$ cat src/rtl/npc_pkg.sv
// rtl/npc_pkg.sv - shared opcode, PC-source, state and trap-cause definitions for the NPC core
package npc_pkg;

    // RV32 major opcodes that influence PC selection
    localparam logic [6:0] OP_JAL    = 7'b1101111;
    localparam logic [6:0] OP_JALR   = 7'b1100111;
    localparam logic [6:0] OP_BRANCH = 7'b1100011;
    localparam logic [6:0] OP_AUIPC  = 7'b0010111;
    localparam logic [6:0] OP_LUI    = 7'b0110111;

    // Next-PC source encodings
    localparam logic [1:0] PC_SRC_PLUS4     = 2'b00;
    localparam logic [1:0] PC_SRC_ALU       = 2'b01;
    localparam logic [1:0] PC_SRC_ALU_ALIGN = 2'b10;

    // Trap cause codes
    localparam logic [1:0] TRAP_NONE     = 2'b00;
    localparam logic [1:0] TRAP_MISALIGN = 2'b01;
    localparam logic [1:0] TRAP_TIMEOUT  = 2'b10;

    typedef enum logic [2:0] {
        ST_IDLE  = 3'd0,
        ST_FETCH = 3'd1,
        ST_WAIT  = 3'd2,
        ST_EXEC  = 3'd3,
        ST_TRAP  = 3'd4
    } seq_state_e;

endpackage

$ cat src/rtl/pc_next_sel.sv
// rtl/pc_next_sel.sv - combinational next-PC source decode and target computation
//
// Ports:
//   opcode       in   7     inst[6:0] of the instruction being executed
//   branch_taken in   1     branch condition from execute
//   pc           in   XLEN  current architectural PC
//   alu_result   in   XLEN  jump/branch target from the ALU
//   pc_src       out  2     selected source (PC_SRC_*)
//   next_pc      out  XLEN  candidate next PC
//   misaligned   out  1     next_pc is not word aligned
module pc_next_sel
    import npc_pkg::*;
#(
    parameter int XLEN = 32
) (
    input  logic [6:0]      opcode,
    input  logic            branch_taken,
    input  logic [XLEN-1:0] pc,
    input  logic [XLEN-1:0] alu_result,
    output logic [1:0]      pc_src,
    output logic [XLEN-1:0] next_pc,
    output logic            misaligned
);

    always_comb begin
        pc_src = PC_SRC_PLUS4;
        case (opcode)
            OP_JAL:    pc_src = PC_SRC_ALU;
            OP_JALR:   pc_src = PC_SRC_ALU_ALIGN;
            OP_BRANCH: pc_src = branch_taken ? PC_SRC_ALU : PC_SRC_PLUS4;
            OP_AUIPC,
            OP_LUI:    pc_src = PC_SRC_PLUS4;
            default:   pc_src = PC_SRC_PLUS4;
        endcase
    end

    always_comb begin
        next_pc = pc + XLEN'(4);
        case (pc_src)
            PC_SRC_ALU:       next_pc = alu_result;
            PC_SRC_ALU_ALIGN: next_pc = {alu_result[XLEN-1:1], 1'b0};
            default:          next_pc = pc + XLEN'(4);
        endcase
    end

    // jalr clears only bit 0, so bit 1 can still leave the target misaligned
    assign misaligned = |next_pc[1:0];

endmodule

$ cat src/rtl/pc_seq_ctrl.sv
// rtl/pc_seq_ctrl.sv - multi-cycle PC sequencer: fetch, hand off, await execute, commit next PC
//
// Ports:
//   clk, rst_n                    clock, synchronous active-low reset
//   ifu_req_valid/ready/addr      fetch request handshake, addr is the current pc
//   ifu_rsp_valid/inst            single-cycle fetch response
//   inst_valid, inst              1-cycle new-instruction pulse, latched instruction
//   pc                            architectural PC (this block is its only writer)
//   exec_done, alu_result,
//   branch_taken                  execute completion and branch/jump inputs
//   pc_src                        PC source selected for the current instruction
//   commit                        1-cycle pulse on the edge that updates pc
//   trap, trap_cause              sticky trap flag and reason
module pc_seq_ctrl
    import npc_pkg::*;
#(
    parameter int          XLEN     = 32,
    parameter logic [31:0] RESET_PC = 32'h8000_0000,
    parameter int unsigned MAX_WAIT = 0
) (
    input  logic            clk,
    input  logic            rst_n,
    output logic            ifu_req_valid,
    input  logic            ifu_req_ready,
    output logic [XLEN-1:0] ifu_req_addr,
    input  logic            ifu_rsp_valid,
    input  logic [31:0]     ifu_rsp_inst,
    output logic            inst_valid,
    output logic [31:0]     inst,
    output logic [XLEN-1:0] pc,
    input  logic            exec_done,
    input  logic [XLEN-1:0] alu_result,
    input  logic            branch_taken,
    output logic [1:0]      pc_src,
    output logic            commit,
    output logic            trap,
    output logic [1:0]      trap_cause
);

    localparam logic [31:0] MAX_WAIT_W = MAX_WAIT;

    seq_state_e      state_q, state_d;
    logic [XLEN-1:0] pc_q, pc_d;
    logic [31:0]     inst_q, inst_d;
    logic            inst_valid_q, inst_valid_d;
    logic            req_valid_q, req_valid_d;
    logic            commit_q, commit_d;
    logic            trap_q, trap_d;
    logic [1:0]      trap_cause_q, trap_cause_d;
    logic [31:0]     wait_cnt_q, wait_cnt_d;

    logic [XLEN-1:0] next_pc;
    logic            misaligned;
    logic [31:0]     wait_cnt_inc;
    logic            timeout_hit;

    pc_next_sel #(.XLEN(XLEN)) u_next_sel (
        .opcode       (inst_q[6:0]),
        .branch_taken (branch_taken),
        .pc           (pc_q),
        .alu_result   (alu_result),
        .pc_src       (pc_src),
        .next_pc      (next_pc),
        .misaligned   (misaligned)
    );

    // The budget spans FETCH and WAIT together; a handshake in the same
    // cycle the budget runs out takes priority over the timeout.
    assign wait_cnt_inc = wait_cnt_q + 32'd1;
    assign timeout_hit  = (MAX_WAIT_W != 32'd0) && (wait_cnt_inc >= MAX_WAIT_W);

    always_comb begin
        state_d      = state_q;
        pc_d         = pc_q;
        inst_d       = inst_q;
        inst_valid_d = 1'b0;
        commit_d     = 1'b0;
        trap_d       = trap_q;
        trap_cause_d = trap_cause_q;
        wait_cnt_d   = wait_cnt_q;

        case (state_q)
            ST_IDLE: begin
                state_d    = ST_FETCH;
                wait_cnt_d = 32'd0;
            end
            ST_FETCH: begin
                wait_cnt_d = wait_cnt_inc;
                if (ifu_req_ready) begin
                    state_d = ST_WAIT;
                end else if (timeout_hit) begin
                    state_d      = ST_TRAP;
                    trap_d       = 1'b1;
                    trap_cause_d = TRAP_TIMEOUT;
                end
            end
            ST_WAIT: begin
                wait_cnt_d = wait_cnt_inc;
                if (ifu_rsp_valid) begin
                    state_d      = ST_EXEC;
                    inst_d       = ifu_rsp_inst;
                    inst_valid_d = 1'b1;
                end else if (timeout_hit) begin
                    state_d      = ST_TRAP;
                    trap_d       = 1'b1;
                    trap_cause_d = TRAP_TIMEOUT;
                end
            end
            ST_EXEC: begin
                if (exec_done) begin
                    if (misaligned) begin
                        state_d      = ST_TRAP;
                        trap_d       = 1'b1;
                        trap_cause_d = TRAP_MISALIGN;
                    end else begin
                        state_d    = ST_FETCH;
                        pc_d       = next_pc;
                        commit_d   = 1'b1;
                        wait_cnt_d = 32'd0;
                    end
                end
            end
            ST_TRAP: begin
                state_d = ST_TRAP;
            end
            default: begin
                state_d = ST_IDLE;
            end
        endcase

        // Registered so the request rises together with the FETCH state
        req_valid_d = (state_d == ST_FETCH);
    end

    always_ff @(posedge clk) begin
        if (!rst_n) begin
            state_q      <= ST_IDLE;
            pc_q         <= XLEN'(RESET_PC);
            inst_q       <= 32'd0;
            inst_valid_q <= 1'b0;
            req_valid_q  <= 1'b0;
            commit_q     <= 1'b0;
            trap_q       <= 1'b0;
            trap_cause_q <= TRAP_NONE;
            wait_cnt_q   <= 32'd0;
        end else begin
            state_q      <= state_d;
            pc_q         <= pc_d;
            inst_q       <= inst_d;
            inst_valid_q <= inst_valid_d;
            req_valid_q  <= req_valid_d;
            commit_q     <= commit_d;
            trap_q       <= trap_d;
            trap_cause_q <= trap_cause_d;
            wait_cnt_q   <= wait_cnt_d;
        end
    end

    assign ifu_req_valid = req_valid_q;
    assign ifu_req_addr  = pc_q;
    assign pc            = pc_q;
    assign inst          = inst_q;
    assign inst_valid    = inst_valid_q;
    assign commit        = commit_q;
    assign trap          = trap_q;
    assign trap_cause    = trap_cause_q;

endmodule

$ cat config.mk
export PLATFORM = sky130hd
export DESIGN_NAME = pc_seq_ctrl
export DESIGN_NICKNAME = d
export VERILOG_FILES = /design/src/rtl/npc_pkg.sv /design/src/rtl/pc_next_sel.sv /design/src/rtl/pc_seq_ctrl.sv
export SDC_FILE = /design/constraint.sdc
export NUM_CORES = 1
export LEC_CHECK = 0
export ABC_AREA = 1
export BUFFER_PORTS_ARGS = -buffer_cell sky130_fd_sc_hd__buf_4
export CAP_MARGIN = 25
export CORE_UTILIZATION = 49
export DETAILED_ROUTE_END_ITERATION = 10
export MAX_ROUTING_LAYER = met4
export PLACE_DENSITY = 0.85
export SLEW_MARGIN = 10
export SYNTH_ARGS = -nofsm -noshare
export SYNTH_HDL_FRONTEND = slang
export SYNTH_SLANG_ARGS = --single-unit
$ cat constraint.sdc
create_clock -name clk -period 2.2 [get_ports clk]
set_input_delay 0.22 -clock clk [delete_from_list [all_inputs] [get_ports clk]]
set_output_delay 0.22 -clock clk [all_outputs]
set_load 0.02 [all_outputs]
==> qor.log <==
qor: drt.routed_wl 13.00 mm
qor: drt.drtAntennaViolNets 0
qor: synthesis.synth_cells 656
qor: hold_path.worst_hold_startpoint ifu_rsp_inst[7]
qor: synthesis.synth_area_leader_cell sky130_fd_sc_hd__dfxtp_1
qor: sta.final_min_period_over_clock_period 95.23%
qor: sta.fin_crit 2.095 ns
qor: hold_path.hold_depth 3
qor: sta.finalMaxSlewViolations 0
qor: floorplan.io-pin-count 174
qor: critical_path.r2r_start inst[2]
qor: synthesis.synth-main-ff-cell sky130_fd_sc_hd__dfxtp_1
qor: global_route.first_global_vias 4503
qor: critical_path.critical_path.startpoint_type flop
qor: hold_path.hold_path.class primary input to flop
qor: finish.finish.utilization 67.18%
qor: floorplan.die_x 94.03 um
qor: power.leakagePower 2.622 nW
qor: clocking.clk_latency 0.35 ns
qor: global_route.grt_overflow_total 0
qor: critical_path.cpMaxStageDelayCell sky130_fd_sc_hd__dfxtp_1
qor: drt.number_of_vias_after_detailed_routing 4740
qor: global_route.globalRouteTotalUtil 30.83%
qor: floorplan.initial_util 50.51%
qor: drt.drt_first_iter_violations 278
qor: power.p_sw_share 26.34%
qor: critical_path.crit_path_from inst[2]
qor: finish.layout_overhead_on_the_synthesized_area 33.01%
qor: critical_path.worstReg2RegEnd ifu_req_addr[20]
qor: outcome.status complete, no violations
qor: global_route.grt_first_pass_wirelength 20.48 mm
qor: power.p_int 1.992 mW
qor: drt.drcViolationCount 0
qor: synthesis.netlist_top_cells_area sky130_fd_sc_hd__dfxtp_1, sky130_fd_sc_hd__nand2_1, sky130_fd_sc_hd__nor2_1
qor: synthesis.synthArstFlopShare 0%
qor: drt.firstDrtPassIters 5
qor: synthesis.ys_warn_count 0
qor: finish.design.final.nets 864
qor: placed_design.gp_routability_congestion 0.9447
qor: sta.finalHoldViolCount 0
qor: clocking.cts_max_level 3
qor: power.part_of_the_power_in_registers 49.8%
qor: synthesis.flip_flop_and_latch_count_after_synthesis 71
qor: critical_path.critical_path_peak_fanout 8
qor: placed_design.dp_hpwl 9.710 mm
qor: critical_path.timing_worst_setup_path_type flop to flop
qor: critical_path.timing.reg2reg.worst_path_depth 13
qor: sta.max-slew-margin-rel 61.27%
qor: clocking.clkSinkCount 71
qor: placed_design.numPlacedInstances 884
qor: sta.timing_worst_slew_pin_value 0.5801 ns
qor: finish.stdcell_area 5520 um2
qor: finish.final_layout_size_suffix_gt1_share 29.94%
qor: synthesis.postSynthAreaPerCell 6.327 um2
qor: drt.vias_per_std_cell 5.267
qor: placed_design.dpl-instance-area 5284 um2
qor: synthesis.yosysSeqAreaShare 34.25%
qor: critical_path.path_cells inv_1 > nor2_1 > a21oi_1 > and2_4 > ha_1 > inv_2 > nor3_2 > a31oi_2 > nor2_4 > nand2_2 > clkinv_2 > nand2_1 > o21ai_1
qor: placed_design.placement.setup.worst_slack 0.06692 ns
qor: clocking.max-clock-path-buffers 2
qor: hold_path.hold-path-endpoint inst[7]
qor: critical_path.data_required_time_of_the_critical_path 2.45 ns
qor: finish.diodes 0
qor: sta.worst_slack 0.1050 ns
qor: synthesis.most_repeated_cell_in_the_gate_level_netlist_after_synthesis sky130_fd_sc_hd__nand2_1
qor: placed_design.buffer_ports.inserted 172
qor: floorplan.row_count 33
qor: floorplan.die_area 8842 um2
qor: clocking.cts_tree built
qor: sta.max_clock_freq 477.3 MHz
qor: sta.fin_setup_tns 0 ns
qor: clocking.worst_setup_hold_path_clk_slew 0.08 ns
qor: job.max-cap-violations 0
qor: sta.finClkSkew 0.009213 ns
qor: critical_path.worst-path-buf-inv 3
qor: clocking.cts_made_buffers 9
qor: critical_path.critical_path.top_delay_family simple AND/OR/NAND/NOR gates
qor: power.power.share.clock 38.2%
qor: sta.finalSetupViolCount 0
qor: synthesis.synth_enable_flop_cells 0
qor: global_route.grt_antenna_before_repair 0
qor: synthesis.mappedNetlistArea 4150 um2
qor: synthesis.synth_top_cell_area_share 34.25%
qor: drt.routedWlPerCell 14.44 um
qor: power.totalPowerFinal 2.704 mW
qor: finish.final_cells 900
qor: global_route.pin_count_of_the_biggest_net_entering_global_routing 40
qor: floorplan.core_area 8217 um2
qor: synthesis.post_synth_num_cell_types 38
qor: power.p_comb_share 12.0%
qor: critical_path.timing.reg2reg.setup_slack 0.11 ns
qor: clocking.cts-root-buf sky130_fd_sc_hd__clkbuf_8
qor: power.powerDensity 489.8 nW/um2
qor: power.power.net_switching 712.1 uW
qor: floorplan.chip_height 94.03 um
qor: critical_path.crit_path_largest_cell_delay 0.34 ns
qor: synthesis.synth.cells.most_frequent sky130_fd_sc_hd__nand2_1, sky130_fd_sc_hd__nor2_1, sky130_fd_sc_hd__dfxtp_1, sky130_fd_sc_hd__nand3_1
qor: synthesis.mappedNetlistNets 729
qor: critical_path.timing.critical_path.arrival 2.34 ns
qor: power.peakVddDrop 0.0003646 V
qor: critical_path.critPathCaptureType flop
qor: sta.final.hold.worst_slack 0.08597 ns
==> registers in the layout, indices dropped and copies added (netlist names) <==
register and flops:
ifu_req_valid 1, state_q 3, inst 32, commit 1, ifu_req_addr 32, inst_valid 1
trap 1
==> worst reg2reg max path, stage by stage (launching register included) <==
cell	delay, ns
sky130_fd_sc_hd__dfxtp_1	0.34
sky130_fd_sc_hd__inv_1	0.07
sky130_fd_sc_hd__nor2_1	0.13
sky130_fd_sc_hd__a21oi_1	0.07
sky130_fd_sc_hd__and2_4	0.17
sky130_fd_sc_hd__ha_1	0.31
sky130_fd_sc_hd__inv_2	0.13
sky130_fd_sc_hd__nor3_2	0.06
sky130_fd_sc_hd__a31oi_2	0.24
sky130_fd_sc_hd__nor2_4	0.07
sky130_fd_sc_hd__nand2_2	0.11
sky130_fd_sc_hd__clkinv_2	0.14
sky130_fd_sc_hd__nand2_1	0.10
sky130_fd_sc_hd__o21ai_1	0.06
==> area by class of cell <==
| type | count | area (um2) |
|---|---|---|
| Clock buffer | 9 | 123.9 |
| Multi-Input combinational cell | 473 | 2185 |
| Timing Repair Buffer | 183 | 1394 |
| Tap cell | 105 | 131.4 |
| Fill cell | 748 | 2696 |
| Inverter | 53 | 200.2 |
| Sequential cell | 71 | 1424 |
| Clock inverter | 6 | 62.56 |
==> cells by family (layout without fill, tap and decap cells) <==
logic type                 Yosys count  count (layout)  share of synthesized area (%)
and+or+nand+nor                    372             372                          38.11
xor gates and xnor gates             1               1                         0.2111
buffers and inverters              112             251                          13.90
DFF                                 71              71                          34.25
AOI/OAI and AO/OA                   96              96                          12.54
adders and majority gates            3               3                         0.9045
other                                1               1                        0.09036
==> cells in the final DEF, fill, tap and decap left out, drive strengths merged <==
cell type,instances
buf,183
nand2,167
nor2,129
dfxtp,71
o21ai,60
inv,52
nand3,43
a21oi,26
nor3,19
clkbuf,9
nand4,8
clkinv,6
nand3b,4
a31oi,4
ha,3
o22ai,2
and2,1
o31ai,1
and3,1
o311a,1
o21bai,1
xor2,1
a32oi,1
conb,1
bufinv,1
==> repair_timing <==
item | CTS | global route
hold buffers | 0 | 0
hold endpoints to repair | 0 | 0
endpoints found under the setup margin | 0 | 29
resized for setup | 0 | 11
setup buffers | 0 | 1
==> worst max path at each step <==
stage | endpoint | slack, ns | cells after the start
floorplan | ifu_req_addr[16] | 0.003 | 17
CTS | ifu_req_addr[27] | 0.06 | 17
global route | ifu_req_addr[31] | -0.02 | 16
detailed placement | ifu_req_addr[7] | 0.07 | 13
global placement | ifu_req_addr[25] | 0.22 | 13
finish | ifu_req_addr[20] | 0.11 | 13
==> power by group through the flow <==
| stage | Clock (mW) | Sequential [mW] | Combinational (mW) |
|---|---|---|---|
| 2_1_floorplan | 0 | 1.41 | 0.111 |
| 3_3_place_gp | 0 | 1.37 | 0.311 |
| 3_5_place_dp | 0 | 1.37 | 0.321 |
| 4_1_cts | 1.03 | 1.35 | 0.321 |
| 5_1_grt | 1.10 | 1.35 | 0.349 |
| 6_report | 1.03 | 1.35 | 0.325 |
==> layer usage <==
metal	up-vias	track usage (%)	wire, um
met3	42	7.039	1048
met2	225	50.91	6227
met1	2137	35.04	5265
met5	-	-	0
met4	0	15.38	457
li1	2336	-	-
Note: power is estimated with default switching activity, not from simulation.
